## config.mk

```make
export PLATFORM = sky130hd
export DESIGN_NAME = alu_exec_ctrl_flat
export DESIGN_NICKNAME = d
export VERILOG_FILES = /design/src/rtl/alu_exec_pkg.sv /design/src/rtl/alu_exec_ctrl_if.sv /design/src/rtl/alu_exec_decode.sv /design/src/rtl/alu_exec_ctrl.sv /design/src/flat_wrapper.sv
export SDC_FILE = /design/constraint.sdc
export NUM_CORES = 1
export LEC_CHECK = 0
export BUFFER_PORTS_ARGS = -buffer_cell sky130_fd_sc_hd__buf_2
export CORE_AREA = 2 2 118 120
export CTS_BUF_LIST = sky130_fd_sc_hd__clkbuf_8
export DETAILED_ROUTE_END_ITERATION = 10
export DIE_AREA = 0 0 120 122
export PLACE_DENSITY = 0.72
export SYNTH_ARGS = -nofsm -noshare
export SYNTH_HDL_FRONTEND = slang
export SYNTH_SLANG_ARGS = --single-unit
```

## constraint.sdc

```tcl
create_clock -name clk -period 4 [get_ports clk]
set_input_delay 0.6 -clock clk [delete_from_list [all_inputs] [get_ports clk]]
set_output_delay 0.6 -clock clk [all_outputs]
set_load 0.05 [all_outputs]
```

## src/rtl/alu_exec_pkg.sv

```systemverilog
// Shared opcode values, FSM state encoding and decoded-control record for the
// ALU execute-stage controller. SLT legality is selected by ALU_EXEC_SLT_EN.
package alu_exec_pkg;

  localparam logic [2:0] OP_AND = 3'b000;
  localparam logic [2:0] OP_OR  = 3'b001;
  localparam logic [2:0] OP_ADD = 3'b010;
  localparam logic [2:0] OP_SUB = 3'b110;
  localparam logic [2:0] OP_SLT = 3'b111;

  typedef enum logic [1:0] {
    ST_IDLE   = 2'd0,
    ST_SETTLE = 2'd1,
    ST_DONE   = 2'd2
  } state_t;

  typedef struct packed {
    logic op1;
    logic op2;
    logic sub;
    logic cin;
    logic illegal;
  } ctrl_t;

endpackage

```

## src/rtl/alu_exec_ctrl_if.sv

```systemverilog
// Request and result handshake bundle of the ALU execute-stage controller.
// The controller is the slave; the issuing/consuming logic is the master.
interface alu_exec_ctrl_if #(
  parameter int WIDTH = 32
);
  logic             in_valid;
  logic             in_ready;
  logic [2:0]       opcode;
  logic [WIDTH-1:0] a_in;
  logic [WIDTH-1:0] b_in;
  logic             out_valid;
  logic             out_ready;
  logic [WIDTH-1:0] result;
  logic             zero_flag;
  logic             carry_flag;
  logic             err;

  modport master (
    output in_valid, opcode, a_in, b_in, out_ready,
    input  in_ready, out_valid, result, zero_flag, carry_flag, err
  );

  modport slave (
    input  in_valid, opcode, a_in, b_in, out_ready,
    output in_ready, out_valid, result, zero_flag, carry_flag, err
  );
endinterface

```

## src/rtl/alu_exec_decode.sv

```systemverilog
// Combinational opcode decoder producing single-bit ALU controls.
// Opcode 111 (SLT) is legal only when ALU_EXEC_SLT_EN is defined.
module alu_exec_decode
  import alu_exec_pkg::*;
(
  input  logic [2:0] opcode,
  output ctrl_t      ctrl
);

  always_comb begin
    ctrl = '{op1: 1'b0, op2: 1'b0, sub: 1'b0, cin: 1'b0, illegal: 1'b0};
    case (opcode)
      OP_AND: ctrl = '{op1: 1'b0, op2: 1'b0, sub: 1'b0, cin: 1'b0, illegal: 1'b0};
      OP_OR:  ctrl = '{op1: 1'b0, op2: 1'b1, sub: 1'b0, cin: 1'b0, illegal: 1'b0};
      OP_ADD: ctrl = '{op1: 1'b1, op2: 1'b0, sub: 1'b0, cin: 1'b0, illegal: 1'b0};
      OP_SUB: ctrl = '{op1: 1'b1, op2: 1'b0, sub: 1'b1, cin: 1'b1, illegal: 1'b0};
`ifdef ALU_EXEC_SLT_EN
      OP_SLT: ctrl = '{op1: 1'b1, op2: 1'b1, sub: 1'b1, cin: 1'b1, illegal: 1'b0};
`endif
      default: ctrl.illegal = 1'b1;
    endcase
  end

endmodule

```

## src/rtl/alu_exec_ctrl.sv

```systemverilog
// Execute-stage controller: latches a request, holds the ripple ALU inputs for
// SETTLE_CYCLES, captures result/flags and offers them downstream. See ALU_EXEC_SLT_EN.
module alu_exec_ctrl
  import alu_exec_pkg::*;
#(
  parameter int WIDTH         = 32,
  parameter int SETTLE_CYCLES = 2
) (
  input  logic             clk,
  input  logic             rst_n,
  alu_exec_ctrl_if.slave   io,
  output logic [WIDTH-1:0] alu_a,
  output logic [WIDTH-1:0] alu_b,
  output logic             alu_cin,
  output logic [WIDTH-1:0] alu_op1,
  output logic [WIDTH-1:0] alu_op2,
  output logic [WIDTH-1:0] alu_sub,
  input  logic [WIDTH-1:0] alu_out,
  input  logic             alu_zero,
  input  logic             alu_cout
);

  localparam logic [3:0] CNT_LOAD = 4'(SETTLE_CYCLES - 1);

  state_t     state;
  logic [3:0] cnt;
  ctrl_t      dec;

  alu_exec_decode u_decode (
    .opcode (io.opcode),
    .ctrl   (dec)
  );

  // in_ready/out_valid are registered alongside the state so they are pure state decodes.
  always_ff @(posedge clk) begin
    if (!rst_n) begin
      state         <= ST_IDLE;
      cnt           <= '0;
      io.in_ready   <= 1'b1;
      io.out_valid  <= 1'b0;
      io.result     <= '0;
      io.zero_flag  <= 1'b0;
      io.carry_flag <= 1'b0;
      io.err        <= 1'b0;
      alu_a         <= '0;
      alu_b         <= '0;
      alu_cin       <= 1'b0;
      alu_op1       <= '0;
      alu_op2       <= '0;
      alu_sub       <= '0;
    end else begin
      case (state)
        ST_IDLE: begin
          if (io.in_valid) begin
            io.in_ready <= 1'b0;
            if (dec.illegal) begin
              // Illegal opcodes bypass the ALU entirely; its inputs keep their last values.
              state         <= ST_DONE;
              io.out_valid  <= 1'b1;
              io.result     <= '0;
              io.zero_flag  <= 1'b0;
              io.carry_flag <= 1'b0;
              io.err        <= 1'b1;
            end else begin
              state   <= ST_SETTLE;
              cnt     <= CNT_LOAD;
              alu_a   <= io.a_in;
              alu_b   <= io.b_in;
              alu_cin <= dec.cin;
              alu_op1 <= {WIDTH{dec.op1}};
              alu_op2 <= {WIDTH{dec.op2}};
              alu_sub <= {WIDTH{dec.sub}};
            end
          end
        end
        ST_SETTLE: begin
          if (cnt == 4'd0) begin
            state         <= ST_DONE;
            io.out_valid  <= 1'b1;
            io.result     <= alu_out;
            io.zero_flag  <= alu_zero;
            io.carry_flag <= alu_cout;
            io.err        <= 1'b0;
          end else begin
            cnt <= cnt - 4'd1;
          end
        end
        ST_DONE: begin
          if (io.out_ready) begin
            state        <= ST_IDLE;
            io.out_valid <= 1'b0;
            io.in_ready  <= 1'b1;
          end
        end
        default: begin
          state        <= ST_IDLE;
          io.out_valid <= 1'b0;
          io.in_ready  <= 1'b1;
        end
      endcase
    end
  end

endmodule

```

## src/flat_wrapper.sv

```systemverilog
// flat-port wrapper written by rule: the top's interface ports become plain ports
module alu_exec_ctrl_flat import alu_exec_pkg::*;
#(
  parameter int WIDTH         = 32,
  parameter int SETTLE_CYCLES = 2
)
  (clk, rst_n, alu_a, alu_b, alu_cin, alu_op1, alu_op2, alu_sub, alu_out, alu_zero, alu_cout, io_in_valid, io_opcode, io_a_in, io_b_in, io_out_ready, io_in_ready, io_out_valid, io_result, io_zero_flag, io_carry_flag, io_err);
  alu_exec_ctrl_if #(.WIDTH(WIDTH)) io_i ();
  input  logic clk;
  input  logic rst_n;
  output logic [WIDTH-1:0] alu_a;
  output logic [WIDTH-1:0] alu_b;
  output logic alu_cin;
  output logic [WIDTH-1:0] alu_op1;
  output logic [WIDTH-1:0] alu_op2;
  output logic [WIDTH-1:0] alu_sub;
  input  logic [WIDTH-1:0] alu_out;
  input  logic alu_zero;
  input  logic alu_cout;
  input wire logic [$bits(io_i.in_valid)-1:0] io_in_valid;
  input wire logic [$bits(io_i.opcode)-1:0] io_opcode;
  input wire logic [$bits(io_i.a_in)-1:0] io_a_in;
  input wire logic [$bits(io_i.b_in)-1:0] io_b_in;
  input wire logic [$bits(io_i.out_ready)-1:0] io_out_ready;
  output wire logic [$bits(io_i.in_ready)-1:0] io_in_ready;
  output wire logic [$bits(io_i.out_valid)-1:0] io_out_valid;
  output wire logic [$bits(io_i.result)-1:0] io_result;
  output wire logic [$bits(io_i.zero_flag)-1:0] io_zero_flag;
  output wire logic [$bits(io_i.carry_flag)-1:0] io_carry_flag;
  output wire logic [$bits(io_i.err)-1:0] io_err;
  assign io_i.in_valid = io_in_valid;
  assign io_i.opcode = io_opcode;
  assign io_i.a_in = io_a_in;
  assign io_i.b_in = io_b_in;
  assign io_i.out_ready = io_out_ready;
  assign io_in_ready = io_i.in_ready;
  assign io_out_valid = io_i.out_valid;
  assign io_result = io_i.result;
  assign io_zero_flag = io_i.zero_flag;
  assign io_carry_flag = io_i.carry_flag;
  assign io_err = io_i.err;
  alu_exec_ctrl #(.WIDTH(WIDTH), .SETTLE_CYCLES(SETTLE_CYCLES)) u_core (.clk(clk), .rst_n(rst_n), .io(io_i), .alu_a(alu_a), .alu_b(alu_b), .alu_cin(alu_cin), .alu_op1(alu_op1), .alu_op2(alu_op2), .alu_sub(alu_sub), .alu_out(alu_out), .alu_zero(alu_zero), .alu_cout(alu_cout));
endmodule
```

* Yosys cells after proc, flatten, opt, wreduce, memory -nomap -nowiden
Index checks and enable logic that the tools add are counted.
** Storage, ports and cells
- Memory bits (read-only) :: 0
- Word-level logic and storage cells :: 68
- Input bits :: 105
- Flip-flop bits (word level) :: 111
- Memories kept :: 0
- Memory bits (writable) :: 0
- Output and inout port bits :: 198
- Latch bits :: 0
** Cells by class
- $mul :: 0
- Shifts and indexed selects :: 0
- Div/mod/pow operators :: 0
- Bitwise gates (word level) :: 1
- $add $sub $neg :: 1
- Mux-type cells :: 30
- Reductions and logical operators :: 11
- Equal/unequal tests :: 11
- $lt $le $gt $ge :: 0
** Operators with widths (count)
- $mux 32 :: 3
- $pmux 32 s2 :: 1
- $mux 4 :: 3
- $pmux 4 s3 :: 1
- $reduce_and 4->1 :: 3
- $mux 1 :: 11
- $ne 2x2->1 const B :: 5
- $reduce_and 3->1 :: 3
- $mux 2 :: 4
- $pmux 4 s2 :: 1
- $pmux 1 s2 :: 3
- $pmux 1 s3 :: 2
- $pmux 2 s3 :: 1
- $logic_not 4->1 :: 1
- $reduce_or 4->1 :: 1
- $sub 4x1->4 const B :: 1
- $eq 3x1->1 const B :: 1
- $eq 3x2->1 const B :: 1
- $eq 3x3->1 const B :: 1
- $logic_not 3->1 :: 1
- $eq 2x1->1 const B :: 1
- $eq 2x2->1 const B :: 1
- $logic_not 2->1 :: 1
- $ne 2x1->1 const B :: 1
- 2 further kinds :: 2

* Depth between registers and ports, before layout
- Depth after elaboration :: 5
- Depth in mapped cells :: 7
- Depth with buffers taken out :: 5

* Modules after synthesis
From an unflattened synthesis, not the netlist that was laid out.
** Second synthesis, totals
- Cell total of the unflattened synthesis :: 597
- Area total of the unflattened synthesis :: 5107.4 um^2
** By module, submodules not included
- alu_exec_ctrl :: cells an instance 592, seq. area each 2222.1 um^2, area an instance 5061.1 um^2, times used 1
- alu_exec_decode :: cells an instance 5, seq. area each 0.0 um^2, area an instance 46.3 um^2, times used 1

* Worst setup path after synthesis
No wires, ideal clock.
- Path kind :: register to output
- Start :: reg u_core.alu_cin (netlist name)
- End :: out alu_sub[0]
- Arrival time :: 1.491 ns
- Path slack :: 1.909 ns
- Cell stages (with the launch flop) :: 2
- Data required time :: 3.400 ns
- Path buffers :: 1
- Cell sequence :: dfxtp_1 > buf_4
** RTL lines
- end: declaration :: RTL line flat_wrapper.sv:16 : output logic [WIDTH-1:0] alu_sub;

==> metrics.txt <==
status=complete, no violations; crit path max fanout=34; Crit Path Class=flip-flop to primary output; Total Wirelength=between 10000 and 15000 um; drt pass-1 iters=4; DRT antenna net count=0; crit path DAT=approximately 1.7 ns; Clock Path Buffers=2; largest net degree at the start of global routing=a little under 70; via count=between 4000 and 5000; Final period util=about 57%; routability congestion estimate=~0.72; Layout area overhead=20.7%; crit path launch type=flip-flop; top_reg_cell synth=dfxtp_1; CP endpoint kind=primary output; most area-consuming cells after synthesis=dfxtp_1, buf_4, mux2i_1; CTS Sinks=110; number of buffers created by CTS=9; postcts setup bufs=0; # rows=43; WP data required=3.40 ns; min Tclk post-route=2.26 ns; largest area contributor in the netlist=dfxtp_1; initial antenna violation count=0; Lkg Pwr=2.99 nW; WL/cell=13.7 um; number of flops mapped to enable cells by yosys=0; Max VDD drop=~0.22 mV; number of DRC markers in iteration 0=~240; Horiz. Die Dim=120 um; Core ar.=approximately 14000 um^2; DRC violations left=0; Post-Layout Cell Count=just under 1000; fin nets=890; flops & latches, synth=110; top-area cell type share of the netlist area=between 40% and 50%; WHS Path Cells=3; CTS tree=yes; RSZ-0062 raised after global routing=false; critical-path cell list=buf_2; H-tree depth=3; ANT cells=0; Die H=around 120 um; Worst Tran Pin Value=around 1.1 ns; post_cts resized=0; Tot GR Track Use=between 10% and 20%; DIE AREA=roughly 15000 um^2; # placed instances=around 950; Buffers & Inverters on Critical Path=1; synthesized area=~5100 um^2; asr flop ratio synth=0%; Hold Path Origin=alu_out[4]; fillers=between 1000 and 1500; synth warn=0; Avg Vias per Cell=~4.8; Worst Skew=about 0.013 ns; fin. max-slew vios=0; final hold violations=0; share of cells above drive strength 1=a little over two fifths; post-synthesis sequential area ratio=between 40% and 50%; DPL Wire Length=a little under 9000 um; PwrDens=between 400 and 500 nW/um^2; Levels on crit path=1; FF-to-FF path depth=4; Clock Latency Late Sink=approximately 0.38 ns; Hold EP=u_core.io.result[4]$_SDFFE_PN0P_; Max-Cap Viols=0; Post-Synthesis Cells=about 600; Worst slew margin=26.4%; io pins=a little over 300; setup TNS=0 ns; worst r2r dst=u_core.io.carry_flag$_SDFFE_PN0P_; Avg Inst Size Synth=about 8.4 um^2; CTS clk-pin slew, worst paths=0.12 ns; clk root buf=clkbuf_8; r2r startpoint=u_core.state[1]$_SDFFE_PN0P_; maximum clock rate=442 MHz; Synth Net Count=roughly 700; Synth cell types=37; Hold Buf Count CTS=0; Min-Delay Path Class=primary input to flip-flop; PortBufs=roughly 300; Initial Utilization=approximately 38%; reg2reg setup slack=around 1.8 ns; first-pass GRT wire length=about 20000 um; final core utilization=45.7%; max incr delay on CP=between 0.8 and 0.9 ns; vias in the first global route=a little over 4000; final setup fails=0; Remaining Overflow, GRT=0; critical path's top delay family=flip-flops; CP max-delay cell=dfxtp_1
-- cell type report --
class | count | area, um^2 | area share, %
Multi-Input combinational cell | 348 | 1950 | 31.5
Clock buffer | 9 | 124 | 2.01
Clock inverter | 7 | 76.3 | 1.24
Timing Repair Buffer | 309 | 1580 | 25.6
Inverter | 5 | 18.8 | 0.304
Tap cell | 180 | 225 | 3.65
Sequential cell | 110 | 2200 | 35.7
-- routing by layer --
metal | vias up | GRT usage [%] | routed length, um
met2 | 202 | 27.0 | 5980
li1 | 2316 | - | -
met1 | 2066 | 22.1 | 5690
met4 | 0 | 6.69 | 225
met3 | 17 | 5.99 | 1350
met5 | - | 0 | 0
-- cells by family (layout without fill, tap and decap cells) --
family	Yosys count	count (layout)	share of synthesized area, %
adders and majority gates	2	2	0.490
and+or+nand+nor	159	159	14.4
AOI/OAI and AO/OA	151	151	15.5
muxes	36	36	7.07
buffers and inverters	149	330	19.4
DFF	110	110	43.1
-- cells in the final DEF, fill, tap and decap left out, types with 2 or more instances in the layout --
cell type and instances:
buf_2 302, dfxtp_1 110, nand2_1 76, a21oi_1 68, o21ai_0 67, nand3_1 65
mux2i_1 34, clkbuf_8 9, buf_4 6, inv_1 4, o22ai_1 4, inv_6 4
nand2b_1 3, a31oi_1 3, o21a_1 3, and2_1 3, nor2_1 2, nor2b_1 2
ha_1 2, clkinv_8 2
-- power by group --
group	leakage, nW	internal, mW	switching [mW]
logic	2.00	0.178	0.544
registers	0.894	1.14	0.0343
clock network	0.101	0.248	0.432
total	2.99	1.57	1.01
-- registers in the layout, indices dropped and copies added (netlist names) --
name,flops
u_core.io.result,32
u_core.state,2
u_core.io.zero_flag,1
u_core.alu_op2,1
u_core.io.out_valid,1
u_core.alu_op1,1
u_core.alu_b,32
u_core.cnt,4
u_core.io.in_ready,1
u_core.alu_a,32
u_core.io.carry_flag,1
u_core.io.err,1
u_core.alu_cin,1
-- synthesized netlist by cell type (2+ instances only) --
cell and n:
a21oi_1 68, a31oi_1 3, and2_1 3, buf_1 3, buf_12 3, buf_2 5
buf_4 94, buf_6 3, clkbuf_1 36, dfxtp_1 110, ha_1 2, inv_1 4
mux2i_1 35, nand2_1 76, nand2b_1 3, nand3_1 65, nor2_1 2, nor2b_1 2
o21a_1 3, o21ai_0 67, o22ai_1 4
-- worst max-delay path by stage --
stage	start	to	slack [ns]
4_1_cts	u_core.alu_op1[0]$_SDFFE_PN0P_	alu_op1[0]	1.65
2_1_floorplan	u_core.alu_cin$_SDFFE_PN0P_	alu_sub[0]	1.91
3_5_place_dp	io_in_valid	u_core.io.result[16]$_SDFFE_PN0P_	1.53
5_1_grt	u_core.alu_op1[0]$_SDFFE_PN0P_	alu_op1[15]	1.53
6_report	u_core.alu_op1[0]$_SDFFE_PN0P_	alu_op1[21]	1.74
3_3_place_gp	io_in_valid	u_core.io.result[17]$_SDFFE_PN0P_	1.59
-- per-stage QoR --
stage	setup WS [ns]	total power, mW	instance area [um^2]	hold slack (ns)
finish	1.74	2.58	6170	0.447
global route	1.53	2.70	6170	0.424
CTS	1.65	2.61	6170	0.417
detailed placement	1.53	1.93	5970	0.445
global placement	1.59	1.93	5970	0.441
floorplan	1.91	1.82	5110	0.471
Power figures use the tool's default switching activity.
